==> config.mk <==
export PLATFORM = sky130hd
export DESIGN_NAME = tag_alloc_arbiter
export DESIGN_NICKNAME = d
export VERILOG_FILES = /design/src/rtl/tag_alloc_arbiter.sv
export SDC_FILE = /design/constraint.sdc
export NUM_CORES = 1
export LEC_CHECK = 0
export CAP_MARGIN = 10
export CELL_PAD_IN_SITES_DETAIL_PLACEMENT = 1
export CELL_PAD_IN_SITES_GLOBAL_PLACEMENT = 1
export CORE_ASPECT_RATIO = 0.6
export CORE_MARGIN = 2
export CORE_UTILIZATION = 47
export CTS_CLUSTER_DIAMETER = 50
export CTS_CLUSTER_SIZE = 14
export DETAILED_ROUTE_END_ITERATION = 10
export PLACE_DENSITY_LB_ADDON = 0.3
export SLEW_MARGIN = 0
export SYNTH_ARGS = -nofsm -noshare
export SYNTH_HDL_FRONTEND = slang
export SYNTH_SLANG_ARGS = --single-unit
export TNS_END_PERCENT = 20
==> constraint.sdc <==
create_clock -name i_clk -period 8.4 [get_ports i_clk]
set_input_delay 1.26 -clock i_clk [delete_from_list [all_inputs] [get_ports i_clk]]
set_output_delay 1.26 -clock i_clk [all_outputs]
set_load 0.02 [all_outputs]
==> src/rtl/tag_alloc_arbiter.sv <==
// Tag pool allocator: round-robin grant among requesters, next-fit tag search from a
// rotating pointer, release checking, and a flush/drain sequence that waits for all tags.
module tag_alloc_arbiter #(
   parameter int NUM_REQ = 4,
   parameter int TAG_W   = 4
) (
   input  logic               i_clk,
   input  logic               i_rst,
   input  logic [NUM_REQ-1:0] i_req,
   output logic [NUM_REQ-1:0] o_gnt,
   output logic [TAG_W-1:0]   o_gnt_tag,
   input  logic               i_rel_valid,
   input  logic [TAG_W-1:0]   i_rel_tag,
   input  logic               i_flush_req,
   output logic               o_flush_done,
   output logic [TAG_W:0]     o_free_cnt,
   output logic               o_err,
   output logic [1:0]         o_dbg_state
);

   localparam int TOTAL = 1 << TAG_W;
   localparam int RR_W  = $clog2(NUM_REQ);
   localparam logic [TAG_W:0] CNT_FULL = (TAG_W+1)'(TOTAL);

   typedef enum logic [1:0] {
      ST_RUN   = 2'd0,
      ST_DRAIN = 2'd1,
      ST_DONE  = 2'd2
   } state_t;

   state_t            state;
   state_t            state_nxt;
   logic [TOTAL-1:0]  free_map;
   logic [TAG_W-1:0]  search_ptr;
   logic [RR_W-1:0]   rr_ptr;
   logic [TAG_W:0]    free_cnt;
   logic              err;

   logic [RR_W-1:0]   req_cand;
   logic [RR_W-1:0]   winner;
   logic              req_found;
   logic [RR_W-1:0]   next_rr;
   logic [TAG_W-1:0]  tag_cand;
   logic [TAG_W-1:0]  gnt_tag;
   logic              tag_found;
   logic              gnt_en;
   logic              rel_ok;
   logic              rel_bad;

   // Round-robin winner: first asserted request at or after rr_ptr, wrapping.
   always_comb begin
      req_cand  = '0;
      winner    = '0;
      req_found = 1'b0;
      for (int i = 0; i < NUM_REQ; i++) begin
         req_cand = RR_W'((int'(rr_ptr) + i) % NUM_REQ);
         if (!req_found && i_req[req_cand]) begin
            req_found = 1'b1;
            winner    = req_cand;
         end
      end
   end

   // Next-fit tag: first free index at or after search_ptr; the pointer wraps by width.
   always_comb begin
      tag_cand  = '0;
      gnt_tag   = '0;
      tag_found = 1'b0;
      for (int i = 0; i < TOTAL; i++) begin
         tag_cand = search_ptr + TAG_W'(i);
         if (!tag_found && free_map[tag_cand]) begin
            tag_found = 1'b1;
            gnt_tag   = tag_cand;
         end
      end
   end

   assign next_rr = (winner == RR_W'(NUM_REQ - 1)) ? '0 : winner + RR_W'(1);
   assign gnt_en  = !i_rst && (state == ST_RUN) && req_found &&
                    (free_cnt != '0) && tag_found;
   assign rel_ok  = i_rel_valid && !free_map[i_rel_tag];
   assign rel_bad = i_rel_valid && free_map[i_rel_tag];

   assign o_gnt        = gnt_en ? (NUM_REQ'(1) << winner) : '0;
   assign o_gnt_tag    = gnt_tag;
   assign o_flush_done = (state == ST_DONE);
   assign o_free_cnt   = free_cnt;
   assign o_err        = err;
   assign o_dbg_state  = state;

   always_comb begin
      state_nxt = state;
      case (state)
         ST_RUN:   if (i_flush_req) state_nxt = ST_DRAIN;
         ST_DRAIN: if (free_cnt == CNT_FULL) state_nxt = ST_DONE;
         ST_DONE:  state_nxt = ST_RUN;
         default:  state_nxt = ST_RUN;
      endcase
   end

   // A successful release never targets the grant tag (that one is free), so the two
   // bitmap writes below always hit different bits.
   always_ff @(posedge i_clk) begin
      if (i_rst) begin
         state      <= ST_RUN;
         free_map   <= '1;
         search_ptr <= '0;
         rr_ptr     <= '0;
         free_cnt   <= CNT_FULL;
         err        <= 1'b0;
      end else begin
         state <= state_nxt;
         if (gnt_en) begin
            free_map[gnt_tag] <= 1'b0;
            search_ptr        <= gnt_tag + TAG_W'(1);
            rr_ptr            <= next_rr;
         end
         if (rel_ok) begin
            free_map[i_rel_tag] <= 1'b1;
         end
         if (rel_bad) begin
            err <= 1'b1;
         end
         case ({gnt_en, rel_ok})
            2'b10:   free_cnt <= free_cnt - (TAG_W+1)'(1);
            2'b01:   free_cnt <= free_cnt + (TAG_W+1)'(1);
            default: free_cnt <= free_cnt;
         endcase
      end
   end

endmodule
Yosys cells after proc, flatten, opt, wreduce, memory -nomap -nowiden

Cells that the tools add are included.

Output and inout bits: 17
Register bits: 30
Input bits: 12
Word-level logic and storage cells: 209

Equality and inequality tests: 8
Multiplexer cells: 95
Bitwise logic cells: 3
$lt $le $gt $ge: 24
$add $sub $neg: 22
Reduce and logical (&&, ||, !) cells: 50
Shift operators: 1

Operators with widths:

| operator              | count |
|---|---|
| $lt A4 B5 Y1 const B  | 18 |
| $bmux W1 S4           | 17 |
| $mux W4               | 17 |
| $mux W16              | 3 |
| $mux W1               | 43 |
| $add A4 B4 Y4 const B | 8 |
| $logic_and A1 B1 Y1   | 26 |
| $logic_not A1 Y1      | 20 |
| $add A4 B3 Y4 const B | 4 |
| $and A16 B16 Y16      | 1 |
| $not A16 Y16          | 1 |
| $or A16 B16 Y16       | 1 |
| $mux W2               | 7 |
| $lt A2 B3 Y1 const B  | 4 |
| $pmux W5 S2           | 1 |
| $add A4 B1 Y4 const B | 2 |
| $add A4 B2 Y4 const B | 2 |
| $bmux W1 S2           | 4 |
| $demux W1 S4          | 2 |
| $ge A4 B1 Y1 const B  | 2 |
| $eq A2 B2 Y1 const B  | 3 |
| $add A5 B1 Y5 const B | 1 |
| $eq A5 B5 Y1 const B  | 1 |
| $reduce_bool A5 Y1    | 1 |
| other kinds (10)      | 14 |

Depth between registers and ports, before layout

Gate-level depths: netlist of run 1.

Depth after elaboration: 58
Gate-level depth with buffers: 25
Gate-level depth less buffers: 18

Least setup slack after synthesis of run 1

OpenSTA, ideal clock, no wires.

Kind: register -> register
From: register search_ptr[1]
To: register free_cnt[4], in the netlist o_free_cnt[4]
Setup slack: 2.453 ns
Library setup time: 0.132 ns
Cell stages (with the launch flop): 25
Arrival time: 5.814 ns
Required time: 8.268 ns
Path buffers: 7
Period minus slack after synthesis: 5.947 ns
Path through: dfxtp_1 buf_6 buf_6 clkbuf_1 inv_1 ha_1 buf_6 clkbuf_1 mux4_2 mux2i_1 mux2i_2 or4b_1 buf_6 nor4_4 a21oi_1 clkbuf_1 inv_1 ha_1 inv_1 fa_1 a21o_1 a21oi_1 xnor2_1 o21ai_0 or3b_2

Longest elaborated chain between the ends: 51
Elaborated cells on any way between the ends: 98
Those cells by class: add/sub: 15; eq/ne: 2; mux: 49; reduce/logical: 32

Ends and longest elaborated chain:

| item                                                                   | RTL line | source |
|---|---|---|
| from (decl)                                                            | 34       | `logic [TAG_W-1:0] search_ptr;` |
| from (signal assigned)                                                 | 115      | `search_ptr <= gnt_tag + TAG_W'(1);` |
| parallel branches: the longest is 47 deep, another holds $add A4 B1 Y4 | --       |  |
| $mux W1 (*)                                                            | 71       | `if (!tag_found && free_map[tag_cand]) begin` |
| $logic_and A1 B1 Y1 (*)                                                | 80       | `(free_cnt != '0) && tag_found;` |
| $eq A2 B1 Y1 / $eq A2 B2 Y1 (equally long branches)                    | 124      | `case ({gnt_en, rel_ok})` |
| $pmux W5 S2 / $reduce_bool A2 Y1 (equally long branches)               | --       |  |
| to (signal assigned)                                                   | 125      | `2'b10: free_cnt <= free_cnt - (TAG_W+1)'(1);` |
| to (signal assigned)                                                   | 126      | `2'b01: free_cnt <= free_cnt + (TAG_W+1)'(1);` |
| to (signal assigned)                                                   | 127      | `default: free_cnt <= free_cnt;` |
| to (decl)                                                              | 36       | `logic [TAG_W:0] free_cnt;` |

Mark *: on every way between the ends. The select of a mux whose other input is x is not followed.
A chain may end at the register's enable or synchronous reset.

Final worst setup path of run 1

From: register search_ptr[0]
To: output o_gnt_tag[3]

Longest elaborated chain between the ends: 48
Elaborated cells on any way between the ends: 108
Those cells by class: add/sub: 15; mux: 63; reduce/logical: 30

Ends and longest elaborated chain:

| item                                                                   | RTL line | source |
|---|---|---|
| parallel branches: the longest is 47 deep, another holds $add A4 B1 Y4 | --       |  |
| $mux W4 (*)                                                            | 71       |  |
| to (decl)                                                              | 11       | `output logic [TAG_W-1:0] o_gnt_tag,` |

Marked as above.

==> results of run 1 <==
[state kept, by name, summed over array words and instances (netlist names)]
name         cells
rr_ptr           2
o_dbg_state      2
search_ptr       4
free_map        16
o_free_cnt       5
o_err            1
[power by group]
| group | internal, mW | switching (mW) | total (mW) | leakage (nW) |
|---|---|---|---|---|
| logic | 0.365 | 0.525 | 0.890 | 1.28 |
| clock network | 0.146 | 0.0672 | 0.213 | 0.0829 |
| registers | 0.172 | 0.0519 | 0.224 | 0.245 |
| total | 0.683 | 0.644 | 1.33 | 1.61 |
[cells in the mapped netlist (6+ instances only)]
cell	instances	area share
o21ai_0	16	0.019
a21oi_1	35	0.041
dfxtp_1	30	0.14
ha_1	19	0.056
mux4_2	37	0.20
nor2_1	32	0.028
and2_1	6	0.0088
mux2i_1	28	0.066
nand2_1	35	0.031
or3b_1	9	0.019
a221o_1	12	0.028
mux2_2	16	0.042
xnor2_1	7	0.014
buf_6	6	0.016
nor3_1	10	0.012
clkbuf_1	12	0.011
inv_1	16	0.014
o22ai_1	7	0.010
nand3_1	7	0.0082
[how the worst min path moves through the flow]
stage                                   endpoint  slack [ns]  depth (start not counted)
after floorplan           free_map[2]$_SDFF_PP1_        0.49                          2
after CTS                     o_err$_SDFFE_PP0P_        0.48                          2
after global routing          o_err$_SDFFE_PP0P_        0.55                          2
after detailed placement      o_err$_SDFFE_PP0P_        0.46                          2
after global placement        o_err$_SDFFE_PP0P_        0.45                          2
final                         o_err$_SDFFE_PP0P_        0.47                          2
[layout make-up]
cell class	instances	share of cell area
Sequential cell	30	0.127
Tap cell	112	0.0296
Timing Repair Buffer	35	0.0703
Clock inverter	1	0.00634
Inverter	18	0.0143
Clock buffer	6	0.0293
Multi-Input combinational cell	381	0.723
[kinds of logic after synthesis]
group	after synthesis
multiplexers	91
adder cells (fa/ha/maj)	20
AND/OR/NAND/NOR	138
flip-flops	30
XOR/XNOR	15
AO/OA/AOI/OAI	117
buffers and inverters	45
[layer usage]
metal | vias up | track usage | share of wire
met5 | - | 0 | 0.00072
met4 | 2 | 0.0582 | 0.014
met3 | 24 | 0.0897 | 0.13
met2 | 299 | 0.457 | 0.42
met1 | 2060 | 0.476 | 0.44
li1 | 1816 | - | -
[worst max-delay path, delay by kind of cell, from the launching register on]
kind	cells	cell delay, ns
AO/OA/AOI/OAI	2	0.66
multiplexers	3	1.31
adder cells (fa/ha/maj)	1	0.81
AND/OR/NAND/NOR	2	1.06
buffers and inverters	3	1.32
flip-flops	1	0.32
[metrics by stage]
stage,std cells,util,power (mW)
after global placement,576,0.528,1.06
final,583,0.547,1.33
after floorplan,456,-,0.870
after detailed placement,576,0.528,1.09
after CTS,583,0.547,1.31
after global routing,583,0.547,1.41
==> metrics.txt, run 1 <==
# TYPE chip_impl_metric gauge
chip_impl_metric{name="synth_compound_gate_area_share",unit=""} 0.189
chip_impl_info{name="tritoncts",value="yes"} 1
chip_impl_info{name="critical-path-slowest-cell",value="ha_1"} 1
chip_impl_metric{name="depth_of_the_worst_register_to_register_path",unit=""} 19
chip_impl_metric{name="max_clock_freq",unit="MHz"} 142
chip_impl_metric{name="port-buffer-count",unit=""} 28
chip_impl_metric{name="post_synth_fa_ha_maj_area_fraction",unit=""} 0.0606
chip_impl_metric{name="gp_routability_congestion",unit=""} 1.01
chip_impl_metric{name="post_drt_wl_per_cell",unit="um"} 26.3
chip_impl_metric{name="worst_skew_pair.late_latency",unit="ns"} 0.28
chip_impl_metric{name="cts-buffers-inserted",unit=""} 5
chip_impl_metric{name="hold_violations",unit=""} 0
chip_impl_metric{name="finish.net_count",unit=""} 503
chip_impl_info{name="path_cells",value="buf_4 -> inv_2 -> ha_1 -> mux4_2 -> mux2i_1 -> mux2i_2 -> or4b_1 -> nor3_4 -> o21ai_1 -> o21ai_2 -> clkdlybuf4s50_1"} 1
chip_impl_metric{name="max_cap_violation_count",unit=""} 0
chip_impl_metric{name="drtAntennaViolNets",unit=""} 0
chip_impl_metric{name="max-clock-path-buffers",unit=""} 2
chip_impl_metric{name="die_extent_in_x",unit="um"} 127
chip_impl_metric{name="syn_area",unit="sq um"} 4250
chip_impl_info{name="root_buffer",value="clkbuf_16"} 1
chip_impl_metric{name="max-slew-margin-rel",unit=""} 0.427
chip_impl_metric{name="clkSinkCount",unit=""} 30
chip_impl_metric{name="synth.yosys.warnings",unit=""} 0
chip_impl_metric{name="synth_enable_flop_cells",unit=""} 0
chip_impl_info{name="hold_path.startpoint",value="o_err$_SDFFE_PP0P_"} 1
chip_impl_metric{name="timing.hold.ws",unit="ns"} 0.475
chip_impl_metric{name="worst-endpoint-required",unit="ns"} 7.14
chip_impl_metric{name="cts-hold-fix-buffers",unit=""} 0
chip_impl_metric{name="ys_types",unit=""} 72
chip_impl_metric{name="total_routed_wirelength",unit="um"} 15400
chip_impl_metric{name="drt-vias-per-instance",unit=""} 7.21
chip_impl_info{name="reg2reg_to",value="o_free_cnt[4]$_SDFFE_PP1P_"} 1
chip_impl_metric{name="design.portCount",unit=""} 29
chip_impl_metric{name="grt_start_max_net_pins",unit=""} 35
chip_impl_metric{name="synth_seq_area_share",unit=""} 0.141
chip_impl_metric{name="drt-initial-drc-count",unit=""} 544
chip_impl_info{name="most_common_cell_after_layout_fill_and_taps_aside",value="mux4_2"} 1
chip_impl_metric{name="ctsHtreeMaxLevel",unit=""} 2
chip_impl_metric{name="post-dp-hpwl",unit="um"} 11500
chip_impl_metric{name="route.detailed.drc",unit=""} 0
chip_impl_metric{name="die_y",unit="um"} 77.7
chip_impl_info{name="cp-start-kind",value="flop"} 1
chip_impl_metric{name="synth.mux.area_fraction",unit=""} 0.343
chip_impl_metric{name="placementRows",unit=""} 26
chip_impl_info{name="main_combinational_cell_family_by_area_after_synthesis",value="multiplexers"} 1
chip_impl_metric{name="dpl_cell_area",unit="sq um"} 4570
chip_impl_metric{name="nFillCells",unit=""} 1002
chip_impl_metric{name="final_setup_slack_of_the_worst_path",unit="ns"} 1.38
chip_impl_info{name="rsz0062_at_grt",value="false"} 1
chip_impl_metric{name="num_antenna_cells",unit=""} 0
chip_impl_metric{name="design.die.area",unit="sq um"} 9840
chip_impl_info{name="criticalPathCategory",value="reg -> out"} 1
chip_impl_metric{name="power_per_unit_of_standard_cell_area",unit="nW/um^2"} 280
chip_impl_metric{name="setup_tns_after_final_layout",unit="ns"} 0
chip_impl_metric{name="via_count",unit=""} 4201
chip_impl_metric{name="multi_input_comb_area",unit="sq um"} 3430
chip_impl_metric{name="detailedRoute.firstPassIterationCount",unit=""} 5
chip_impl_metric{name="finalInstanceArea",unit="sq um"} 4740
chip_impl_info{name="worstReg2RegStart",value="search_ptr[0]$_SDFFE_PP0P_"} 1
chip_impl_metric{name="grt_use_total",unit=""} 0.317
chip_impl_info{name="worst_hold_path_type",value="reg -> reg"} 1
chip_impl_metric{name="critPathMaxFanout",unit=""} 20
chip_impl_metric{name="syn-instance-count",unit=""} 456
chip_impl_metric{name="first_global_vias",unit=""} 4049
chip_impl_metric{name="post_route_cells_drive_above_1_share",unit=""} 0.187
chip_impl_metric{name="power.ir.vdd_worst",unit="mV"} 0.216
chip_impl_metric{name="slew_violations",unit=""} 0
chip_impl_metric{name="tightest_slew",unit="ns"} 0.856
chip_impl_metric{name="globalRoute.totalOverflow",unit=""} 0
chip_impl_metric{name="cts_repair_resize_count",unit=""} 0
chip_impl_metric{name="ff2ff_setup_slack",unit="ns"} 1.80
chip_impl_metric{name="antenna_found_initial",unit=""} 1
chip_impl_info{name="postSynth.topFlopCell",value="dfxtp_1"} 1
chip_impl_metric{name="yosys_register_bits",unit=""} 30
chip_impl_metric{name="synth-async-reset-ratio",unit=""} 0
chip_impl_info{name="run_status",value="completed"} 1
chip_impl_metric{name="effective_utilization_at_floorplan",unit=""} 0.491
chip_impl_info{name="mostFrequentLayoutCells",value="mux4_2 (37), a21oi_1 (35), nand2_1 (35)"} 1
chip_impl_metric{name="p_leak",unit="nW"} 1.61
chip_impl_metric{name="core_area",unit="sq um"} 8650
chip_impl_metric{name="final.setup_skew",unit="ns"} 0.00658
chip_impl_metric{name="clk_pin_slew",unit="ns"} 0.06
chip_impl_metric{name="final.period_utilization",unit=""} 0.836
chip_impl_metric{name="worst_path_largest_cell_delay",unit="ns"} 0.81
chip_impl_metric{name="setup_viol_count_final",unit=""} 0
chip_impl_info{name="startpoint",value="search_ptr[0]$_SDFFE_PP0P_"} 1
chip_impl_metric{name="total_nets_after_synthesis",unit=""} 488
chip_impl_metric{name="placement.setup.worst_slack",unit="ns"} 1.74
chip_impl_metric{name="postCtsSetupRepairBufs",unit=""} 0
chip_impl_metric{name="wire_length_of_the_first_global_routing_pass",unit="um"} 24000
chip_impl_info{name="endpoint_kind",value="output pin"} 1
chip_impl_metric{name="final.min_clock_period",unit="ns"} 7.02
chip_impl_metric{name="areaGrowthSynthToFinish",unit="%"} 11.4
chip_impl_metric{name="syn-mean-instance-area",unit="sq um"} 9.32
chip_impl_metric{name="worst-endpoint-arrival",unit="ns"} 5.76
chip_impl_metric{name="yosys.area_share.xor_xnor",unit=""} 0.0362
chip_impl_metric{name="seq_area",unit="sq um"} 601
chip_impl_info{name="critPathCapture",value="o_gnt_tag[3]"} 1
chip_impl_metric{name="synth_simple_gate_area_frac",unit=""} 0.178
(Power assumes the default switching activity.)
==> run 2, diff against run 1 <==
--- a/config.mk
+++ b/config.mk
@@ -10,7 +10,7 @@
 export CELL_PAD_IN_SITES_GLOBAL_PLACEMENT = 1
 export CORE_ASPECT_RATIO = 0.6
 export CORE_MARGIN = 2
-export CORE_UTILIZATION = 47
+export CORE_UTILIZATION = 43
 export CTS_CLUSTER_DIAMETER = 50
 export CTS_CLUSTER_SIZE = 14
 export DETAILED_ROUTE_END_ITERATION = 10
==> constraint.sdc (replaced) <==
create_clock -name i_clk -period 5.7 [get_ports i_clk]
set_input_delay 0.855 -clock i_clk [delete_from_list [all_inputs] [get_ports i_clk]]
set_output_delay 0.855 -clock i_clk [all_outputs]
set_load 0.02 [all_outputs]
==> run 2 against run 1 <==
  * Total power up 55%
  * Flip-flop and latch count unchanged
  * Clock skew up 0.00061 ns
  * Worst hold slack better by 0.019 ns
  * Final cell count up 6.5%
  * Global-route usage down 1.2 points
  * Combinational power up 58%
  * Sequential power up 45%
  * Count of clock-buffer cells in the layout unchanged
==> metrics.txt, run 2 (same netlist as run 1, synthesis figures left out) <==
# TYPE chip_impl_metric gauge
chip_impl_info{name="run_status",value="completed"} 1
chip_impl_info{name="critical-path-slowest-cell",value="or4b_1"} 1
chip_impl_metric{name="worst-endpoint-arrival",unit="ns"} 4.59
chip_impl_metric{name="hold_violations",unit=""} 0
chip_impl_info{name="max_flop_register",value="free_map"} 1
chip_impl_metric{name="worst_path_largest_cell_delay",unit="ns"} 0.70
chip_impl_metric{name="tightest_slew",unit="ns"} 0.687
chip_impl_metric{name="first_global_vias",unit=""} 4047
chip_impl_metric{name="detailedRoute.firstPassIterationCount",unit=""} 5
chip_impl_metric{name="grt_use_total",unit=""} 0.306
chip_impl_metric{name="final.period_utilization",unit=""} 0.955
chip_impl_metric{name="final.setup_skew",unit="ns"} 0.00719
chip_impl_metric{name="gp_routability_congestion",unit=""} 0.993
chip_impl_metric{name="postCtsSetupRepairBufs",unit=""} 0
chip_impl_metric{name="ctsHtreeMaxLevel",unit=""} 2
chip_impl_info{name="most_common_cell_after_layout_fill_and_taps_aside",value="mux4_2"} 1
chip_impl_metric{name="max-slew-margin-rel",unit=""} 0.529
chip_impl_metric{name="ff2ff_setup_slack",unit="ns"} 0.40
chip_impl_metric{name="design.portCount",unit=""} 29
chip_impl_info{name="path_cells",value="inv_1 -> ha_2 -> mux4_2 -> mux2i_1 -> mux2i_2 -> or4b_1 -> nor3_4 -> o21ai_1 -> o21ai_0 -> o21ai_1 -> inv_1 -> clkdlybuf4s50_1"} 1
chip_impl_metric{name="setup_viol_count_final",unit=""} 0
chip_impl_metric{name="globalRoute.totalOverflow",unit=""} 0
chip_impl_metric{name="antenna_found_initial",unit=""} 2
chip_impl_metric{name="route.detailed.drc",unit=""} 0
chip_impl_metric{name="worst-endpoint-required",unit="ns"} 4.85
chip_impl_metric{name="post-dp-hpwl",unit="um"} 12100
chip_impl_info{name="criticalPathCategory",value="reg -> out"} 1
chip_impl_metric{name="post_drt_wl_per_cell",unit="um"} 26.0
chip_impl_metric{name="critPathMaxFanout",unit=""} 9
chip_impl_info{name="tritoncts",value="yes"} 1
chip_impl_info{name="rsz0062_at_grt",value="false"} 1
chip_impl_metric{name="effective_utilization_at_floorplan",unit=""} 0.436
chip_impl_metric{name="final.min_clock_period",unit="ns"} 5.45
chip_impl_metric{name="areaGrowthSynthToFinish",unit="%"} 15.1
chip_impl_metric{name="placement.setup.worst_slack",unit="ns"} 0.344
chip_impl_metric{name="drt-vias-per-instance",unit=""} 6.82
chip_impl_metric{name="die_extent_in_x",unit="um"} 132
chip_impl_metric{name="core_area",unit="sq um"} 9740
chip_impl_info{name="cp_top_family",value="multiplexers"} 1
chip_impl_metric{name="fin_total_pwr",unit="mW"} 2.05
chip_impl_metric{name="num_antenna_cells",unit=""} 0
chip_impl_metric{name="total_routed_wirelength",unit="um"} 16100
chip_impl_metric{name="drt-initial-drc-count",unit=""} 448
chip_impl_metric{name="cp.buffers_inverters",unit=""} 3
chip_impl_metric{name="power_per_unit_of_standard_cell_area",unit="nW/um^2"} 420
chip_impl_metric{name="placementRows",unit=""} 28
chip_impl_metric{name="largest_register_ff_count",unit=""} 16
chip_impl_metric{name="utilization",unit=""} 0.502
chip_impl_metric{name="max_clock_freq",unit="MHz"} 184
chip_impl_metric{name="cts-buffers-inserted",unit=""} 5
chip_impl_info{name="endpoint_kind",value="output pin"} 1
chip_impl_info{name="cp-start-kind",value="flop"} 1
chip_impl_info{name="mostFrequentLayoutCells",value="mux4_2 (37), a21oi_1 (35), nand2_1 (35)"} 1
chip_impl_metric{name="final_setup_slack_of_the_worst_path",unit="ns"} 0.254
chip_impl_metric{name="die_y",unit="um"} 81.0
chip_impl_metric{name="setup_tns_after_final_layout",unit="ns"} 0
chip_impl_metric{name="max_cap_violation_count",unit=""} 0
chip_impl_info{name="root_buffer",value="clkbuf_16"} 1
chip_impl_metric{name="worst_skew_pair.late_latency",unit="ns"} 0.29
chip_impl_metric{name="clk_pin_slew",unit="ns"} 0.05
chip_impl_metric{name="p_leak",unit="nW"} 1.68
chip_impl_metric{name="via_count",unit=""} 4236
chip_impl_metric{name="slew_violations",unit=""} 0
chip_impl_metric{name="post_route_cells_drive_above_1_share",unit=""} 0.220
chip_impl_metric{name="wire_length_of_the_first_global_routing_pass",unit="um"} 24800
chip_impl_metric{name="grt_start_max_net_pins",unit=""} 32
chip_impl_metric{name="port-buffer-count",unit=""} 28
chip_impl_metric{name="design.die.area",unit="sq um"} 10700
chip_impl_metric{name="power.ir.vdd_worst",unit="mV"} 0.209
chip_impl_metric{name="drtAntennaViolNets",unit=""} 0
chip_impl_info{name="worst_hold_path_type",value="reg -> reg"} 1
chip_impl_metric{name="clkSinkCount",unit=""} 30
chip_impl_metric{name="max-clock-path-buffers",unit=""} 2
chip_impl_metric{name="finish.net_count",unit=""} 518
[run 2: path summary, 6_finish.rpt]
kind / from / endpoint / cells past startpoint
setup / recovery: search_ptr[1]$_SDFFE_PP0P_ / o_gnt_tag[1] / 12
hold reg to reg: o_err$_SDFFE_PP0P_ / o_err$_SDFFE_PP0P_ / 2
hold / removal: o_err$_SDFFE_PP0P_ / o_err$_SDFFE_PP0P_ / 2
setup reg to reg: search_ptr[1]$_SDFFE_PP0P_ / o_free_cnt[4]$_SDFFE_PP1P_ / 17
[run 2: worst min-delay path, cell delays in order (launching register included)]
cell	delay, ns
dfxtp_1	0.33
a21oi_1	0.04
nor2_1	0.08
[run 2: power by group]
part | internal, mW | leakage (nW) | switching [mW]
Sequential | 0.254 | 0.245 | 0.0714
Combinational | 0.592 | 1.36 | 0.816
Clock | 0.216 | 0.0829 | 0.104
[run 2: timing repair]
| item | CTS | global route |
|---|---|---|
| hold buffers | 0 | 0 |
| endpoints found under the setup margin | 0 | 2 |
| gates resized for setup | 0 | 3 |
[run 2: layer usage]
layer  part of all wire  GRT usage  vias to the layer above
met2               0.42      0.455                      263
met5            0.00081          0                        -
met1               0.46      0.450                     2103
met4              0.014     0.0688                        2
met3               0.11     0.0699                       25
li1                   -          -                     1843
[run 2: area by class of cell]
cell class              instances  area, sq um
inverters                      18         67.6
clock buffers                   6          139
fillers                      1147         4850
multi-input cells             381         3440
flip-flops and latches         30          602
repair buffers                 50          445
well taps                     135          169
clock inverters                 1         30.0
[run 2: stage by stage]
step / instances / hold WS (ns) / cell area (sq um)
floorplan: 456 / 0.494 / 4250
global placement: 614 / 0.450 / 4710
detailed placement: 614 / 0.473 / 4710
CTS: 621 / 0.494 / 4880
global route: 621 / 0.546 / 4890
finish: 621 / 0.494 / 4890
==> run 3, diff against run 2 <==
--- a/config.mk
+++ b/config.mk
@@ -14,6 +14,7 @@
 export CTS_CLUSTER_DIAMETER = 50
 export CTS_CLUSTER_SIZE = 14
 export DETAILED_ROUTE_END_ITERATION = 10
+export MAX_ROUTING_LAYER = met4
 export PLACE_DENSITY_LB_ADDON = 0.3
 export SLEW_MARGIN = 0
 export SYNTH_ARGS = -nofsm -noshare
==> run 3 against run 2 <==
  * Combinational power about the same
  * Final cell count unchanged
  * Routed wire length decreased by 2.3%
  * Critical path depth decreased by 1
  * Highest routed layer is now met4
  * Utilization decreased by 0.22 points
  * Largest power group unchanged
  * Clock power decreased by 14%
  * Global-route usage increased by 1.1 points
  * Register-to-register slack got worse by 0.09 ns
  * Die area unchanged
  * Count of clock-buffer cells in the layout unchanged
  * Critical endpoint is now o_gnt_tag[0]
==> metrics.txt, run 3 (same netlist as run 1, synthesis figures left out) <==
# TYPE chip_impl_metric gauge
chip_impl_info{name="path_cells",value="inv_1 -> ha_2 -> mux4_2 -> mux4_2 -> or4_1 -> nor4_4 -> nand2_1 -> a32oi_1 -> a21oi_1 -> inv_1 -> clkdlybuf4s50_1"} 1
chip_impl_metric{name="post_drt_wl_per_cell",unit="um"} 25.4
chip_impl_info{name="root_buffer",value="clkbuf_16"} 1
chip_impl_metric{name="largest_register_ff_count",unit=""} 16
chip_impl_metric{name="cts-hold-fix-buffers",unit=""} 0
chip_impl_metric{name="final.min_clock_period",unit="ns"} 5.51
chip_impl_metric{name="areaGrowthSynthToFinish",unit="%"} 14.6
chip_impl_metric{name="wire_length_of_the_first_global_routing_pass",unit="um"} 24800
chip_impl_metric{name="post_route_cells_drive_above_1_share",unit=""} 0.222
chip_impl_info{name="whs_endpoint",value="o_err$_SDFFE_PP0P_"} 1
chip_impl_metric{name="worst-endpoint-arrival",unit="ns"} 4.65
chip_impl_metric{name="drt-vias-per-instance",unit=""} 6.75
chip_impl_metric{name="core_area",unit="sq um"} 9740
chip_impl_info{name="endpoint_kind",value="output pin"} 1
chip_impl_metric{name="cts_repair_resize_count",unit=""} 0
chip_impl_metric{name="drt-initial-drc-count",unit=""} 469
chip_impl_metric{name="final.period_utilization",unit=""} 0.966
chip_impl_metric{name="max-slew-margin-rel",unit=""} 0.308
chip_impl_metric{name="ctsHtreeMaxLevel",unit=""} 2
chip_impl_metric{name="worst_skew_pair.late_latency",unit="ns"} 0.28
chip_impl_metric{name="power.ir.vdd_worst",unit="mV"} 0.166
chip_impl_info{name="rsz0062_at_grt",value="false"} 1
chip_impl_info{name="worstReg2RegStart",value="search_ptr[1]$_SDFFE_PP0P_"} 1
chip_impl_metric{name="dp.cells",unit=""} 613
chip_impl_metric{name="globalRoute.totalOverflow",unit=""} 0
chip_impl_metric{name="clkSinkCount",unit=""} 30
chip_impl_metric{name="min_delay_path_depth",unit=""} 2
chip_impl_metric{name="die_extent_in_x",unit="um"} 132
chip_impl_metric{name="design.die.area",unit="sq um"} 10700
chip_impl_metric{name="gp_routability_congestion",unit=""} 0.990
chip_impl_metric{name="final.setup_skew",unit="ns"} 0.00829
chip_impl_info{name="worst_hold_path_type",value="reg -> reg"} 1
chip_impl_metric{name="port-buffer-count",unit=""} 28
chip_impl_info{name="mostFrequentLayoutCells",value="mux4_2 (37), a21oi_1 (35), nand2_1 (35)"} 1
chip_impl_metric{name="setup_viol_count_final",unit=""} 0
chip_impl_metric{name="power_per_unit_of_standard_cell_area",unit="nW/um^2"} 408
chip_impl_metric{name="hold_violations",unit=""} 0
chip_impl_metric{name="p_leak",unit="nW"} 1.67
chip_impl_metric{name="clk_pin_slew",unit="ns"} 0.05
chip_impl_metric{name="antenna_found_initial",unit=""} 0
chip_impl_metric{name="worst_path_largest_cell_delay",unit="ns"} 0.67
chip_impl_metric{name="max-clock-path-buffers",unit=""} 2
chip_impl_metric{name="slew_violations",unit=""} 0
chip_impl_metric{name="final_cell_count_no_fill",unit=""} 621
chip_impl_metric{name="grt_start_max_net_pins",unit=""} 32
chip_impl_metric{name="finish.net_count",unit=""} 517
chip_impl_metric{name="cts-buffers-inserted",unit=""} 5
chip_impl_metric{name="setup_tns_after_final_layout",unit="ns"} 0
chip_impl_metric{name="postCtsSetupRepairBufs",unit=""} 0
chip_impl_metric{name="ff2ff_setup_slack",unit="ns"} 0.31
chip_impl_metric{name="die_y",unit="um"} 81.0
chip_impl_metric{name="critPathMaxFanout",unit=""} 9
chip_impl_metric{name="total_routed_wirelength",unit="um"} 15800
chip_impl_info{name="run_status",value="completed"} 1
chip_impl_info{name="hold_path.startpoint",value="o_err$_SDFFE_PP0P_"} 1
chip_impl_metric{name="num_antenna_cells",unit=""} 0
chip_impl_info{name="cp-start-kind",value="flop"} 1
chip_impl_metric{name="grt_use_total",unit=""} 0.316
chip_impl_metric{name="first_global_vias",unit=""} 4162
chip_impl_info{name="reg2reg_to",value="o_free_cnt[4]$_SDFFE_PP1P_"} 1
chip_impl_info{name="critical-path-slowest-cell",value="or4_1"} 1
chip_impl_metric{name="design.portCount",unit=""} 29
chip_impl_metric{name="via_count",unit=""} 4191
chip_impl_metric{name="tightest_slew",unit="ns"} 1.01
chip_impl_metric{name="drtAntennaViolNets",unit=""} 0
chip_impl_metric{name="worst-endpoint-required",unit="ns"} 4.85
chip_impl_info{name="most_common_cell_after_layout_fill_and_taps_aside",value="mux4_2"} 1
chip_impl_metric{name="route.detailed.drc",unit=""} 0
chip_impl_info{name="tritoncts",value="yes"} 1
chip_impl_metric{name="max_clock_freq",unit="MHz"} 182
chip_impl_metric{name="post-dp-hpwl",unit="um"} 11700
chip_impl_metric{name="max_cap_violation_count",unit=""} 0
chip_impl_metric{name="detailedRoute.firstPassIterationCount",unit=""} 5
chip_impl_info{name="max_flop_register",value="free_map"} 1
chip_impl_info{name="criticalPathCategory",value="reg -> out"} 1
chip_impl_metric{name="depth_of_the_worst_register_to_register_path",unit=""} 16
chip_impl_metric{name="placementRows",unit=""} 28
chip_impl_metric{name="effective_utilization_at_floorplan",unit=""} 0.436
==> run 3: cell types whose count changed in the layout (fill, tap and decap cells not counted), sizes merged <==
| cell | previous run | this run |
|---|---|---|
| buf | 22 | 21 |
| bufinv | 1 | 0 |
| clkinv | 0 | 1 |
| clkinvlp | 0 | 1 |
==> run 3: worst max-delay path by stage <==
stage          slack (ns)                         end                        from  depth (start not counted)
3_3_place_gp         0.45  o_free_cnt[4]$_SDFFE_PP1P_  search_ptr[1]$_SDFFE_PP0P_                         16
4_1_cts              0.06                o_gnt_tag[0]  search_ptr[1]$_SDFFE_PP0P_                         12
6_report             0.19                o_gnt_tag[0]  search_ptr[1]$_SDFFE_PP0P_                         11
5_1_grt              0.03                o_gnt_tag[0]  search_ptr[1]$_SDFFE_PP0P_                         12
3_5_place_dp         0.29  o_free_cnt[4]$_SDFFE_PP1P_  search_ptr[1]$_SDFFE_PP0P_                         17
2_1_floorplan        0.06  o_free_cnt[4]$_SDFFE_PP1P_  search_ptr[1]$_SDFFE_PP0P_                         23
==> run 3: stage by stage <==
step | cell area (sq um) | power [mW] | utilization | worst slack [ns] | hold slack (ns)
final | 4870 | 1.99 | 0.500 | 0.195 | 0.497
after global placement | 4700 | 1.64 | 0.483 | 0.454 | 0.449
after global routing | 4870 | 2.12 | 0.500 | 0.0259 | 0.534
after CTS | 4850 | 1.97 | 0.498 | 0.0569 | 0.499
after floorplan | 4250 | 1.29 | - | 0.0649 | 0.494
after detailed placement | 4700 | 1.68 | 0.483 | 0.292 | 0.465
==> run 3: final cells by class <==
class | count | area [sq um]
Tap cell | 135 | 169
Clock buffer | 6 | 139
Inverter | 18 | 67.6
Sequential cell | 30 | 602
Fill cell | 1142 | 4870
Timing Repair Buffer | 49 | 438
Multi-Input combinational cell | 381 | 3440
Clock inverter | 2 | 12.5
==> run 3: layer usage <==
layer,up-vias,track usage,share of wire
li1,1837,-,-
met1,2081,0.445,0.46
met2,241,0.439,0.41
met3,32,0.0924,0.11
met4,0,0.0871,0.023
met5,-,-,0
==> run 3: critical path: cells and delay by family, from the launching register on <==
family | cells | cell delay, ns
mux | 2 | 1.18
simple gates | 3 | 1.10
buf+inv | 3 | 0.92
fa+ha+maj | 1 | 0.55
flops | 1 | 0.32
compound gates | 2 | 0.29
==> run 3: power breakdown <==
part           switching (mW)  internal (mW)  total [mW]
Sequential             0.0683          0.254       0.322
Clock                   0.102          0.173       0.275
Combinational           0.801          0.590        1.39
Total                   0.972           1.02        1.99
